$ cat config.mk
export PLATFORM = sky130hd
export DESIGN_NAME = click_command_encoder_flat
export DESIGN_NICKNAME = d
export VERILOG_FILES = /design/src/rtl/click_command_encoder_pkg.sv /design/src/rtl/click_command_encoder_if.sv /design/src/rtl/click_command_encoder_btn_debounce.sv /design/src/rtl/click_command_encoder.sv /design/src/flat_wrapper.sv
export SDC_FILE = /design/constraint.sdc
export NUM_CORES = 1
export LEC_CHECK = 0
export BUFFER_PORTS_ARGS = -buffer_cell sky130_fd_sc_hd__buf_2
export CORE_AREA = 4 4 197 199
export DETAILED_ROUTE_END_ITERATION = 6
export DIE_AREA = 0 0 201 203
export PLACE_DENSITY = 0.51
export REMOVE_ABC_BUFFERS = 1
export SLEW_MARGIN = 10
export SYNTH_ARGS = -nofsm -noshare
export SYNTH_HDL_FRONTEND = slang
export SYNTH_SLANG_ARGS = --single-unit
export TNS_END_PERCENT = 5
$ cat constraint.sdc
create_clock -name clk -period 3.03 [get_ports clk]
set_clock_uncertainty 0.05 [all_clocks]
set_input_delay 0.1515 -clock clk [delete_from_list [all_inputs] [get_ports clk]]
set_output_delay 0.1515 -clock clk [all_outputs]
set_load 0.02 [all_outputs]
$ cat src/rtl/click_command_encoder_pkg.sv
`default_nettype none
// ============================================================================
// Module : board_cmd_pkg
// Brief  : Shared types and constants for the minefield click command path.
//          Holds the command FSM state type, the difficulty level codes and
//          the number of cells per axis for each level.
// Rev    : 1.0  initial release
// ============================================================================
package board_cmd_pkg;

  typedef enum logic [2:0] {
    IDLE     = 3'd0,
    DIV_X    = 3'd1,
    DIV_Y    = 3'd2,
    LOOKUP   = 3'd3,
    ISSUE    = 3'd4,
    WAIT_REL = 3'd5
  } cmd_state_t;

  localparam logic [1:0] LVL_EASY    = 2'd0;
  localparam logic [1:0] LVL_MEDIUM  = 2'd1;
  localparam logic [1:0] LVL_HARD    = 2'd2;
  localparam logic [1:0] LVL_INVALID = 2'd3;

  localparam int unsigned CELLS_EASY   = 8;
  localparam int unsigned CELLS_MEDIUM = 10;
  localparam int unsigned CELLS_HARD   = 16;

endpackage
`default_nettype wire

$ cat src/rtl/click_command_encoder_if.sv
`default_nettype none
// ============================================================================
// Module : game_set_if
// Brief  : Board geometry published by the game-settings block.
//          button_size - cell edge length in pixels
//          board_xpos  - left edge of the board in pixels
//          board_ypos  - top edge of the board in pixels
//          button_num  - cells per axis for the active level
//          Modports: master/out drive the geometry, slave/in consume it.
// Rev    : 1.0  initial release
// ============================================================================
interface game_set_if #(
  parameter int unsigned COORD_W = 12,
  parameter int unsigned IND_W   = 5
);

  logic [COORD_W-1:0] button_size;
  logic [COORD_W-1:0] board_xpos;
  logic [COORD_W-1:0] board_ypos;
  logic [IND_W-1:0]   button_num;

  modport master (output button_size, output board_xpos, output board_ypos, output button_num);
  modport slave  (input  button_size, input  board_xpos, input  board_ypos, input  button_num);
  modport out    (output button_size, output board_xpos, output board_ypos, output button_num);
  modport in     (input  button_size, input  board_xpos, input  board_ypos, input  button_num);

endinterface
`default_nettype wire

$ cat src/rtl/click_command_encoder_btn_debounce.sv
`default_nettype none
// ============================================================================
// Module : btn_debounce
// Brief  : Level filter for one mouse button. The stable output follows the
//          raw input only after DEBOUNCE_CYCLES consecutive equal samples
//          that differ from the current stable level.
// Ports  : clk      - system clock
//          rst      - asynchronous active-low reset
//          i_btn    - raw button level
//          o_level  - filtered button level
// Rev    : 1.0  initial release
// ============================================================================
module btn_debounce #(
  parameter int unsigned DEBOUNCE_CYCLES = 50000
) (
  input  wire  clk,
  input  wire  rst,
  input  wire  i_btn,
  output logic o_level
);

  localparam int unsigned c_cnt_w = $clog2(DEBOUNCE_CYCLES + 1);

  logic               r_sample;
  logic               r_stable;
  logic [c_cnt_w-1:0] r_cnt;

  // r_sample registers the raw pin; the counter tracks how many samples in a
  // row disagreed with the stable level and resets on any agreeing sample.
  always_ff @(posedge clk or negedge rst) begin
    if (!rst) begin
      r_sample <= 1'b0;
      r_stable <= 1'b0;
      r_cnt    <= '0;
    end else begin
      r_sample <= i_btn;
      if (r_sample == r_stable) begin
        r_cnt <= '0;
      end else if (r_cnt == c_cnt_w'(DEBOUNCE_CYCLES - 1)) begin
        r_stable <= r_sample;
        r_cnt    <= '0;
      end else begin
        r_cnt <= r_cnt + 1'b1;
      end
    end
  end

  assign o_level = r_stable;

endmodule
`default_nettype wire

$ cat src/rtl/click_command_encoder.sv
`default_nettype none
// ============================================================================
// Module : click_command_encoder
// Brief  : Converts mouse button presses over the minefield into cell indices
//          and flag / defuse / explode commands. Cell indices come from a
//          serial divider (one subtract per cycle per axis).
// Config : CLICK_DEBOUNCE_EN - when defined, each button passes through a
//          btn_debounce instance before edge detection.
// Ports  : clk, rst (async active-low), game_en, level, mouse_xpos/ypos,
//          mouse_left/right, mine_arr_easy/medium/hard (indexed [x][y]),
//          gin (board geometry), symbol_ind_x/y, mark_flag, defuse,
//          explode (sticky), busy.
// Rev    : 1.0  initial release
// ============================================================================
module click_command_encoder
  import board_cmd_pkg::*;
#(
  parameter int unsigned COORD_W         = 12,
  parameter int unsigned IND_W           = 5,
  parameter int unsigned DEBOUNCE_CYCLES = 50000
) (
  input  wire                  clk,
  input  wire                  rst,
  input  wire                  game_en,
  input  wire  [1:0]           level,
  input  wire  [COORD_W-1:0]   mouse_xpos,
  input  wire  [COORD_W-1:0]   mouse_ypos,
  input  wire                  mouse_left,
  input  wire                  mouse_right,
  input  wire  [7:0][7:0]      mine_arr_easy,
  input  wire  [9:0][9:0]      mine_arr_medium,
  input  wire  [15:0][15:0]    mine_arr_hard,
  game_set_if.in               gin,
  output logic [IND_W-1:0]     symbol_ind_x,
  output logic [IND_W-1:0]     symbol_ind_y,
  output logic                 mark_flag,
  output logic                 defuse,
  output logic                 explode,
  output logic                 busy
);

  if (DEBOUNCE_CYCLES == 0) begin : g_cfg_check
    $error("DEBOUNCE_CYCLES must be nonzero");
  end

  cmd_state_t r_state;
  cmd_state_t w_state_nxt;

  logic w_btn_l;
  logic w_btn_r;

`ifdef CLICK_DEBOUNCE_EN
  btn_debounce #(.DEBOUNCE_CYCLES(DEBOUNCE_CYCLES)) u_deb_left (
    .clk     (clk),
    .rst     (rst),
    .i_btn   (mouse_left),
    .o_level (w_btn_l)
  );
  btn_debounce #(.DEBOUNCE_CYCLES(DEBOUNCE_CYCLES)) u_deb_right (
    .clk     (clk),
    .rst     (rst),
    .i_btn   (mouse_right),
    .o_level (w_btn_r)
  );
`else
  assign w_btn_l = mouse_left;
  assign w_btn_r = mouse_right;
`endif

  logic               r_btn_l_q;
  logic               r_btn_r_q;
  logic               r_is_right;
  logic [1:0]         r_level;
  logic [COORD_W-1:0] r_rem;
  logic [COORD_W-1:0] r_y_off;
  logic [IND_W-1:0]   r_q;
  logic [IND_W-1:0]   r_qx;
  logic [IND_W-1:0]   r_qy;
  logic               r_mine;
  logic [IND_W-1:0]   r_ind_x;
  logic [IND_W-1:0]   r_ind_y;
  logic               r_mark_flag;
  logic               r_defuse;
  logic               r_explode;

  logic w_press_l;
  logic w_press_r;
  logic w_accept;
  logic w_miss_in;
  logic w_div_full;
  logic w_div_step;
  logic w_mine;

  assign w_press_l = w_btn_l & ~r_btn_l_q;
  assign w_press_r = w_btn_r & ~r_btn_r_q;
  assign w_accept  = (w_press_l | w_press_r) & game_en & ~r_explode;

  assign w_miss_in = (mouse_xpos < gin.board_xpos) ||
                     (mouse_ypos < gin.board_ypos) ||
                     (gin.button_size == '0)       ||
                     (level == LVL_INVALID);

  // Quotient already at the cell count means the cursor is past the far
  // edge; testing this before subtracting keeps r_q from ever wrapping.
  assign w_div_full = (r_q == gin.button_num);
  assign w_div_step = (r_rem >= gin.button_size);

  // Out-of-range indices for the captured level read as "no mine" so a
  // mismatched button_num can never address outside the selected map.
  always_comb begin
    w_mine = 1'b0;
    case (r_level)
      LVL_EASY: begin
        if (r_qx < IND_W'(CELLS_EASY) && r_qy < IND_W'(CELLS_EASY))
          w_mine = mine_arr_easy[r_qx[2:0]][r_qy[2:0]];
      end
      LVL_MEDIUM: begin
        if (r_qx < IND_W'(CELLS_MEDIUM) && r_qy < IND_W'(CELLS_MEDIUM))
          w_mine = mine_arr_medium[r_qx[3:0]][r_qy[3:0]];
      end
      LVL_HARD: begin
        if (r_qx < IND_W'(CELLS_HARD) && r_qy < IND_W'(CELLS_HARD))
          w_mine = mine_arr_hard[r_qx[3:0]][r_qy[3:0]];
      end
      default: w_mine = 1'b0;
    endcase
  end

  always_ff @(posedge clk or negedge rst) begin
    if (!rst) r_state <= IDLE;
    else      r_state <= w_state_nxt;
  end

  always_comb begin
    w_state_nxt = r_state;
    case (r_state)
      IDLE: begin
        if (w_accept) w_state_nxt = w_miss_in ? WAIT_REL : DIV_X;
      end
      DIV_X: begin
        if (w_div_full)       w_state_nxt = WAIT_REL;
        else if (!w_div_step) w_state_nxt = DIV_Y;
      end
      DIV_Y: begin
        if (w_div_full)       w_state_nxt = WAIT_REL;
        else if (!w_div_step) w_state_nxt = LOOKUP;
      end
      LOOKUP:   w_state_nxt = ISSUE;
      ISSUE:    w_state_nxt = WAIT_REL;
      WAIT_REL: begin
        if (!w_btn_l && !w_btn_r) w_state_nxt = IDLE;
      end
      default:  w_state_nxt = IDLE;
    endcase
  end

  always_ff @(posedge clk or negedge rst) begin
    if (!rst) begin
      r_btn_l_q   <= 1'b0;
      r_btn_r_q   <= 1'b0;
      r_is_right  <= 1'b0;
      r_level     <= 2'd0;
      r_rem       <= '0;
      r_y_off     <= '0;
      r_q         <= '0;
      r_qx        <= '0;
      r_qy        <= '0;
      r_mine      <= 1'b0;
      r_ind_x     <= '0;
      r_ind_y     <= '0;
      r_mark_flag <= 1'b0;
      r_defuse    <= 1'b0;
      r_explode   <= 1'b0;
    end else begin
      r_btn_l_q   <= w_btn_l;
      r_btn_r_q   <= w_btn_r;
      r_mark_flag <= 1'b0;
      r_defuse    <= 1'b0;
      case (r_state)
        IDLE: begin
          if (w_accept) begin
            // Right wins when both buttons rise together.
            r_is_right <= w_press_r;
            r_level    <= level;
            r_rem      <= mouse_xpos - gin.board_xpos;
            r_y_off    <= mouse_ypos - gin.board_ypos;
            r_q        <= '0;
          end
        end
        DIV_X: begin
          if (!w_div_full) begin
            if (w_div_step) begin
              r_rem <= r_rem - gin.button_size;
              r_q   <= r_q + 1'b1;
            end else begin
              r_qx  <= r_q;
              r_rem <= r_y_off;
              r_q   <= '0;
            end
          end
        end
        DIV_Y: begin
          if (!w_div_full) begin
            if (w_div_step) begin
              r_rem <= r_rem - gin.button_size;
              r_q   <= r_q + 1'b1;
            end else begin
              r_qy <= r_q;
            end
          end
        end
        LOOKUP: r_mine <= w_mine;
        ISSUE: begin
          r_ind_x <= r_qx;
          r_ind_y <= r_qy;
          if (r_is_right)  r_mark_flag <= 1'b1;
          else if (r_mine) r_explode   <= 1'b1;
          else             r_defuse    <= 1'b1;
        end
        default: ;
      endcase
    end
  end

  assign symbol_ind_x = r_ind_x;
  assign symbol_ind_y = r_ind_y;
  assign mark_flag    = r_mark_flag;
  assign defuse       = r_defuse;
  assign explode      = r_explode;
  assign busy         = (r_state != IDLE);

endmodule
`default_nettype wire

$ cat src/flat_wrapper.sv
// flat-port wrapper written by rule: the top's interface ports become plain ports
module click_command_encoder_flat import board_cmd_pkg::*;
#(
  parameter int unsigned COORD_W         = 12,
  parameter int unsigned IND_W           = 5,
  parameter int unsigned DEBOUNCE_CYCLES = 50000
)
  (clk, rst, game_en, level, mouse_xpos, mouse_ypos, mouse_left, mouse_right, mine_arr_easy, mine_arr_medium, mine_arr_hard, symbol_ind_x, symbol_ind_y, mark_flag, defuse, explode, busy, gin_button_size, gin_board_xpos, gin_board_ypos, gin_button_num);
  game_set_if #(.COORD_W(COORD_W), .IND_W(IND_W)) gin_i ();
  input  wire clk;
  input  wire rst;
  input  wire game_en;
  input  wire  [1:0] level;
  input  wire  [COORD_W-1:0] mouse_xpos;
  input  wire  [COORD_W-1:0] mouse_ypos;
  input  wire mouse_left;
  input  wire mouse_right;
  input  wire  [7:0][7:0] mine_arr_easy;
  input  wire  [9:0][9:0] mine_arr_medium;
  input  wire  [15:0][15:0] mine_arr_hard;
  output logic [IND_W-1:0] symbol_ind_x;
  output logic [IND_W-1:0] symbol_ind_y;
  output logic mark_flag;
  output logic defuse;
  output logic explode;
  output logic busy;
  input wire logic [$bits(gin_i.button_size)-1:0] gin_button_size;
  input wire logic [$bits(gin_i.board_xpos)-1:0] gin_board_xpos;
  input wire logic [$bits(gin_i.board_ypos)-1:0] gin_board_ypos;
  input wire logic [$bits(gin_i.button_num)-1:0] gin_button_num;
  assign gin_i.button_size = gin_button_size;
  assign gin_i.board_xpos = gin_board_xpos;
  assign gin_i.board_ypos = gin_board_ypos;
  assign gin_i.button_num = gin_button_num;
  click_command_encoder #(.COORD_W(COORD_W), .IND_W(IND_W), .DEBOUNCE_CYCLES(DEBOUNCE_CYCLES)) u_core (.clk(clk), .rst(rst), .game_en(game_en), .level(level), .mouse_xpos(mouse_xpos), .mouse_ypos(mouse_ypos), .mouse_left(mouse_left), .mouse_right(mouse_right), .mine_arr_easy(mine_arr_easy), .mine_arr_medium(mine_arr_medium), .mine_arr_hard(mine_arr_hard), .gin(gin_i), .symbol_ind_x(symbol_ind_x), .symbol_ind_y(symbol_ind_y), .mark_flag(mark_flag), .defuse(defuse), .explode(explode), .busy(busy));
endmodule
Word level (Yosys, flattened, before mapping)
Cells that the tools add are included.
- bits in registers: 61
- input port bits: 492
- output and inout port bits: 14
- logic and storage cells: 121
- add/subtract/negate cells: 4
- order comparisons: 13
- eq/ne operators: 16
- muxes and demuxes: 41
- bitwise gates (word level): 11
- reduce and logical (&&, ||, !) cells: 20
- operator list (operator ; count):
    $bmux W16 S4 ; 1
    $mux W12 ; 5
    $bmux W10 S4 ; 1
    $pmux W12 S3 ; 1
    $sub A12 B12 Y12 ; 3
    $mux W5 ; 5
    $bmux W8 S3 ; 1
    $lt A12 B12 Y1 ; 2
    $mux W3 ; 7
    $lt A5 B4 Y1 const B ; 4
    $pmux W3 S6 ; 1
    $mux W16 ; 1
    $pmux W5 S3 ; 1
    $ge A12 B12 Y1 ; 1
    $logic_not A12 Y1 ; 1
    $mux W1 ; 11
    $lt A4 B5 Y1 const B ; 2
    $lt A5 B5 Y1 const B ; 2
    $mux W10 ; 1
    $reduce_and A3 Y1 ; 3
    $bmux W1 S4 ; 2
    $lt A3 B4 Y1 const B ; 2
    $mux W8 ; 1
    $eq A3 B2 Y1 const B ; 2
    23 further kinds ; 44

Logic depth before layout (Yosys ltp)
Gate-level depths: netlist of run 1.
- depth after elaboration: 7
- gate-level depth with buffers: 14
- mapped depth without buffers: 12

Worst setup path before layout of run 1
OpenSTA, ideal clock, no wires.
- kind: reg-to-reg
- from: register u_core.r_rem[0]
- to: register u_core.r_rem[2]
- setup time: 130 ps
- data arrival time: 2866 ps
- required time: 2850 ps
- path slack: -17 ps
- cell stages (with the launch flop): 14
- path buffers: 1
- period minus slack after synthesis: 3047 ps
- path through: dfrtp_1 -> inv_1 -> ha_1 -> inv_1 -> fa_1 -> a211oi_1 -> o211ai_1 -> a31o_1 -> o211a_4 -> nor2_4 -> buf_6 -> mux2_2 -> a222oi_1 -> a21oi_1
- longest elaborated chain between the ends: 4
- elaborated cells between the ends (all ways): 9
- those cells by class: add/sub (1); order compare (1); eq/ne (1); mux (5); reduce/logical (1)
- ends and longest elaborated chain (what ; RTL line ; RTL):
    from (decl) ; click_command_encoder.sv:74 ; logic [COORD_W-1:0] r_rem;
    from (signal assigned) ; click_command_encoder.sv:185 ; r_rem <= mouse_xpos - gin.board_xpos;
    from (signal assigned) ; click_command_encoder.sv:193 ; r_rem <= r_rem - gin.button_size;
    from (signal assigned) ; click_command_encoder.sv:197 ; r_rem <= r_y_off;
    $sub A12 B12 Y12 or $ge A12 B12 Y1 (tied branches) ; click_command_encoder.sv:193, click_command_encoder.sv:205, click_command_encoder.sv:106 ;
    $mux W12 (on tied branches) ; click_command_encoder.sv:204, click_command_encoder.sv:192 ;
    $mux W12 (on tied branches) ; click_command_encoder.sv:203, click_command_encoder.sv:191 ;
    $pmux W12 S3 ; click_command_encoder.sv:179 ; case (r_state)
Parallel ways exist; a longest one is shown, timed or not. The select of a mux whose other input is x is not followed.
A chain may end at the register's enable or synchronous reset.

Final worst setup path of run 1
- from: register u_core.r_rem[0]
- to: register u_core.r_rem[3]
Same word-level chain as after synthesis.

==> impl_metrics.tcl, run 1 <==
set metrics [dict create \
    whs_path_depth 2 \
    hold_viol_final 0 \
    synthCells 793 \
    synth.avg_cell_area_um2 10.3 \
    path_clk_slew_ns 0.06 \
    tightest_slew_ns 0.879 \
    drtIter0Drc 462 \
    post-place-ws_ns -0.148 \
    cts_root_buf "clkbuf_16" \
    fmax_mhz 333 \
    p_per_area_mw_per_mm2 688 \
    layout_common_cells "buf_2, mux4_2, dfrtp_1" \
    setup_ws_ns 0.0230 \
    cp.required_ns 3.19 \
    peakVddDrop_uv 357 \
    drc 0 \
    track_usage_pct 20.0 \
    clock_latency_ns 0.34 \
    synth-edff-count 0 \
    ys_seq_area_share_pct 18.7 \
    status "finished, final reports clean" \
    worstSetupStartpointType "flip-flop" \
    r2r_cells 12 \
    async_flop_share_pct 100 \
    fp-row-count 71 \
    setup_viol 0 \
    fin_nets 1839 \
    p_clk_share_pct 13.3 \
    hold-worst-slack_ns 0.0175 \
    io_buffers 505 \
    cts.sinks 61 \
    arrival_ns 3.17 \
    dr.pass1.iters 6 \
    synthesis.area_mm2 0.00816 \
    numCtsBuffers 9 \
    final_common_cell "buf_2" \
    cp_max_fo 5 \
    p_total_mw 8.09 \
    endpoint_kind "flip-flop" \
    initial_utilization_pct 21.9 \
    period_share_pct 99.2 \
    post_drt_wl_per_cell_um 23.9 \
    ys.flop_type "dfrtp_1" \
    dp_cells 1765 \
    die_h_um 203 \
    fp.dieArea_mm2 0.0408 \
    yosysUniqueCellTypes 72 \
    max-clock-path-buffers 2 \
    grt_max_degree 49 \
    p_int_mw 4.58 \
    gp_congestion 0.908 \
    pwr-share-seq_pct 18.2 \
    io_pins 506 \
    grt_pass1_wl_um 60900 \
    finalNonFillerCells 1791 \
    ant_nets 0 \
    p_sw_mw 3.51 \
    drt-vias-per-instance 4.96 \
    wirelength_um 42900 \
    fin_util_pct 31.6 \
    slew_viol_final 0 \
    drive_gt1_share_pct 54.4 \
    ys_ff_latch 61 \
    hpwl_um 37700 \
    syn_to_final_growth_pct 44.0 \
    cap_violations 0 \
    coreArea_mm2 0.0372 \
    leakage_nw 5.51 \
    htree_levels 3 \
    antenna_found_initial 25 \
    hold_class "input port to flip-flop" \
    combPwrFrac_pct 68.5 \
    num_vias 8888 \
    yosysWarnings 0 \
    relSlewSlack_pct 41.4 \
    grt_overflow 0 \
    min_period_ns 3.01 \
    grt_pass1_vias 9333 \
    rsz0062_at_grt "true" \
    die_w_um 201 \
    crit_type "flip-flop to flip-flop" \
    cts_tree "built" \
    sw_frac_of_total_pct 43.4 \
]
[metal layers]
layer  vias to the layer above  share of wire (%)  global-route usage [%]
li1                       4154                  -                       -
met5                         -               0.27                       0
met3                        58                6.3                    4.46
met4                        18                1.5                    3.81
met2                       362                 48                    34.3
met1                      4296                 44                    26.1
[registers in the layout, summed over array words and instances, names as in the netlist, 2 cells and up]
register,cells
u_core.r_level,2
u_core.r_q,5
u_core.r_qx,5
u_core.r_qy,5
u_core.r_rem,12
u_core.r_state,3
u_core.r_y_off,12
u_core.symbol_ind_x,5
u_core.symbol_ind_y,5
[worst paths after layout]
kind	from	end	slack, ns
max	u_core.r_rem[0]$_DFFE_PN0P_	u_core.r_rem[3]$_DFFE_PN0P_	0.02
min	level[1]	u_core.r_level[1]$_DFFE_PN0P_	0.02
max reg2reg	u_core.r_rem[0]$_DFFE_PN0P_	u_core.r_rem[3]$_DFFE_PN0P_	0.02
min reg2reg	u_core.symbol_ind_x[4]$_DFFE_PN0P_	u_core.symbol_ind_x[4]$_DFFE_PN0P_	0.45
max in group asynchronous	rst	u_core.r_y_off[10]$_DFFE_PN0P_	1.61
min in group asynchronous	rst	u_core.r_rem[0]$_DFFE_PN0P_	0.44
[critical path: stages, from the launching register on]
cell,delay (ns)
dfrtp_1,0.38
inv_1,0.06
ha_1,0.16
inv_1,0.06
fa_2,0.37
a211oi_4,0.24
o211ai_1,0.14
a31o_1,0.26
o211a_4,0.27
nor2_4,0.15
mux2_2,0.35
a222oi_1,0.29
a21oi_1,0.10
[stage by stage]
stage                     setup TNS (ns)  cell area (um^2)
final                                  0             11800
after global placement            -0.105             11400
after floorplan                    -7.89              7780
after detailed placement           -1.43             11400
after CTS                       -0.00267             11700
after global routing               -1.08             11700
[power groups by stage]
stage | clock network [mW] | logic (mW) | registers (mW)
2_1_floorplan | 0 | 3.41 | 1.71
3_3_place_gp | 0 | 5.48 | 1.49
3_5_place_dp | 0 | 5.51 | 1.49
4_1_cts | 1.11 | 5.57 | 1.48
5_1_grt | 1.13 | 6.04 | 1.52
6_report | 1.08 | 5.54 | 1.47
[synthesized netlist by cell type (9+ instances only)]
cell type | number | area share (%)
a211oi_1 | 9 | 0.83
a21oi_1 | 49 | 3.0
buf_2 | 14 | 0.86
buf_6 | 12 | 1.7
clkbuf_1 | 26 | 1.2
dfrtp_1 | 61 | 19
ha_1 | 37 | 5.7
inv_1 | 49 | 2.3
mux2_2 | 35 | 4.8
mux2i_1 | 52 | 6.4
mux4_2 | 85 | 23
nand2_1 | 45 | 2.1
nand2b_1 | 10 | 0.77
nand3_1 | 12 | 0.74
nor2_1 | 36 | 1.7
nor2b_1 | 14 | 1.1
nor3_1 | 16 | 0.98
nor3b_1 | 10 | 0.92
o211ai_1 | 9 | 0.83
o21ai_0 | 47 | 2.9
o221ai_1 | 16 | 1.7
xnor2_1 | 21 | 2.3
xor2_1 | 10 | 1.1
[timing repair]
action	CTS	global route
resized for setup	2	3
hold buffers	3	0
pin swaps	5	6
buffers inserted	2	0
hold endpoints to repair	36	0
endpoints found under the setup margin	20	27
gates cloned	0	0
[cell families after synthesis]
family          Yosys count  synth area share, %
compound gates          201                 16.7
mux                     178                 36.6
simple gates            174                 11.2
buf+inv                 107                 6.90
flops                    61                 18.7
fa+ha+maj                41                 6.53
xor+xnor                 31                 3.33
[layout make-up]
class                           count  area (um^2)
Antenna cell                        5         12.5
Clock buffer                       11          253
Clock inverter                      5         58.8
Fill cell                        3923        25500
Inverter                           50          188
Multi-Input combinational cell    625         6100
Sequential cell                    61         1540
Tap cell                          474          593
Timing Repair Buffer              560         3010
No activity file was read; power rests on OpenSTA's default activity.
==> run 2, diff against run 1 <==
--- a/config.mk
+++ b/config.mk
@@ -6,10 +6,12 @@
 export NUM_CORES = 1
 export LEC_CHECK = 0
 export BUFFER_PORTS_ARGS = -buffer_cell sky130_fd_sc_hd__buf_2
-export CORE_AREA = 4 4 197 199
+export CELL_PAD_IN_SITES_DETAIL_PLACEMENT = 0
+export CELL_PAD_IN_SITES_GLOBAL_PLACEMENT = 1
+export CORE_AREA = 4 4 196 198
 export DETAILED_ROUTE_END_ITERATION = 6
-export DIE_AREA = 0 0 201 203
-export PLACE_DENSITY = 0.51
+export DIE_AREA = 0 0 200 202
+export PLACE_DENSITY = 0.64
 export REMOVE_ABC_BUFFERS = 1
 export SLEW_MARGIN = 10
 export SYNTH_ARGS = -nofsm -noshare
==> constraint.sdc (replaced) <==
create_clock -name clk -period 3 [get_ports clk]
set_clock_uncertainty 0.05 [all_clocks]
set_input_delay 0.15 -clock clk [delete_from_list [all_inputs] [get_ports clk]]
set_output_delay 0.15 -clock clk [all_outputs]
set_load 0.02 [all_outputs]
==> run 2 against run 1 <==
The run now ends with negative hold slack, negative setup slack left. Via count about the same. Routed wire length grew 3.1%. Global-route usage up 0.66 points. First-iteration DRC count down 2.4%. Cell count decreased by 0.17%. Clock-buffer cell count stayed put. Die area decreased by 0.99%. Sequential share of layout area shrank 0.097 points. Design area grew 0.75%. Largest cell class unchanged.
==> impl_metrics.tcl, run 2 (synthesized netlist as in run 1, its figures left out) <==
set metrics [dict create \
    fmax_mhz 327 \
    coreArea_mm2 0.0365 \
    crit_end "u_core.r_rem[2]$_DFFE_PN0P_" \
    drc 0 \
    max-clock-path-buffers 2 \
    pwr-share-seq_pct 17.8 \
    regToRegEndpoint "u_core.r_rem[2]$_DFFE_PN0P_" \
    r2r_setup_slack_ns -0.06 \
    crit_type "flip-flop to flip-flop" \
    cts_tree "built" \
    ant_nets 0 \
    combPwrFrac_pct 69.4 \
    initial_utilization_pct 22.3 \
    nFillCells 3865 \
    tightest_slew_ns 1.07 \
    cts.sinks 61 \
    layout.area.seq_mm2 0.00154 \
    grt_overflow 0 \
    gp_congestion 0.853 \
    post_drt_wl_per_cell_um 24.7 \
    antenna_found_initial 31 \
    numCtsBuffers 9 \
    violations "negative hold slack, negative setup slack" \
    drt-vias-per-instance 4.97 \
    setup_viol 4 \
    num_vias 8890 \
    slew_viol_final 0 \
    fp.dieArea_mm2 0.0404 \
    fp-row-count 70 \
    hold_viol_final 35 \
    cts_root_buf "clkbuf_16" \
    fin_nets 1843 \
    p_per_area_mw_per_mm2 707 \
    reg2reg_from "u_core.r_rem[0]$_DFFE_PN0P_" \
    htree_levels 3 \
    hold_class "input port to async pin" \
    io_pins 506 \
    period_share_pct 102 \
    final_common_cell "buf_2" \
    die_w_um 200 \
    cp_max_fo 6 \
    wirelength_um 44200 \
    drive_gt1_share_pct 54.8 \
    track_usage_pct 20.6 \
    die_h_um 202 \
    path_clk_slew_ns 0.05 \
    p_total_mw 8.37 \
    endpoint_kind "flip-flop" \
    peakVddDrop_uv 282 \
    grt_pass1_vias 9376 \
    p_sw_mw 3.62 \
    clock_latency_ns 0.33 \
    min_period_ns 3.06 \
    layout_common_cells "buf_2, mux4_2, dfrtp_1" \
    fin_util_pct 32.4 \
    dr.pass1.iters 6 \
    cp-startpoint "u_core.r_rem[0]$_DFFE_PN0P_" \
    drtIter0Drc 451 \
    arrival_ns 3.20 \
    setup_ws_ns -0.0554 \
    sw_frac_of_total_pct 43.3 \
    r2r_cells 12 \
    worstSetupStartpointType "flip-flop" \
    status "finished with violations" \
    hold-worst-slack_ns -0.0457 \
    p_int_mw 4.75 \
    hpwl_um 38400 \
    multi_input_area_mm2 0.00611 \
    io_buffers 505 \
    leakage_nw 5.55 \
    grt_pass1_wl_um 61800 \
    cp.required_ns 3.14 \
    p_clk_share_pct 12.8 \
    relSlewSlack_pct 28.4 \
    grt_max_degree 47 \
    top_regs "u_core.r_rem x12, u_core.r_y_off x12" \
    syn_to_final_growth_pct 45.1 \
    cap_violations 0 \
    rsz0062_at_grt "true" \
]
run 2: cell types whose count changed in the layout (fill, tap and decap cells not counted), sizes merged:
cell,before,now
buf,557,562
dlygate4sd3,3,2
diode,5,4
run 2: critical path, stage by stage (launching register included):
cell,delay [ns]
dfrtp_1,0.38
inv_1,0.06
ha_1,0.14
inv_1,0.06
fa_2,0.39
a211oi_4,0.25
o211ai_1,0.14
a31o_1,0.25
o211a_4,0.26
nor2_4,0.18
mux2_4,0.32
a222oi_1,0.33
a21oi_1,0.12
run 2: power by group through the flow:
stage | registers (mW) | clock network, mW | logic (mW)
after detailed placement | 1.53 | 0 | 5.67
final | 1.49 | 1.07 | 5.81
after floorplan | 1.73 | 0 | 3.43
after global placement | 1.53 | 0 | 5.65
after CTS | 1.49 | 1.10 | 5.79
after global routing | 1.54 | 1.13 | 6.29
run 2: area by class of cell:
type / count / share of cell area [%]
Inverter: 50 / 1.59
Clock buffer: 11 / 2.14
Timing Repair Buffer: 564 / 26.1
Sequential cell: 61 / 13.0
Multi-Input combinational cell: 625 / 51.6
Tap cell: 468 / 4.95
Antenna cell: 4 / 0.0846
Clock inverter: 5 / 0.497
run 2: repair_timing:
item,4_1_cts,5_1_grt
setup buffers,4,1
hold endpoints to repair,2,0
hold buffers,2,0
pin swaps,11,6
gates resized for setup,4,6
setup endpoints to repair,21,29
run 2: stage by stage:
| step | setup slack [ns] | cells | area [um^2] | setup TNS (ns) |
|---|---|---|---|---|
| floorplan | -3.61 | 736 | 7780 | -8.07 |
| global placement | -0.0931 | 1761 | 11400 | -0.765 |
| CTS | -0.0500 | 1783 | 11800 | -0.148 |
| finish | -0.0554 | 1788 | 11800 | -0.136 |
| detailed placement | -0.130 | 1761 | 11400 | -1.59 |
| global route | -0.185 | 1786 | 11800 | -1.33 |
run 2: routing by layer:
layer / global-route usage (%) / vias up / wire (um) / share of wire (%)
met2: 35.7 / 347 / 21500 / 49
met1: 26.7 / 4276 / 18600 / 42
li1: - / 4166 / - / -
met4: 2.96 / 30 / 568 / 1.3
met5: 0 / - / 192 / 0.43
met3: 4.87 / 71 / 3350 / 7.6
run 2: how the worst min path moves through the flow:
stage	from	end	slack [ns]	cells past startpoint
2_1_floorplan	rst	u_core.defuse$_DFF_PN0_	-0.20	0
4_1_cts	rst	u_core.r_state[1]$_DFFE_PN0P_	0.02	1
3_3_place_gp	mouse_right	u_core.r_btn_r_q$_DFF_PN0_	0.27	1
6_report	rst	u_core.r_rem[0]$_DFFE_PN0P_	-0.05	1
5_1_grt	level[1]	u_core.r_level[1]$_DFFE_PN0P_	0.02	2
3_5_place_dp	mouse_right	u_core.r_btn_r_q$_DFF_PN0_	0.26	1
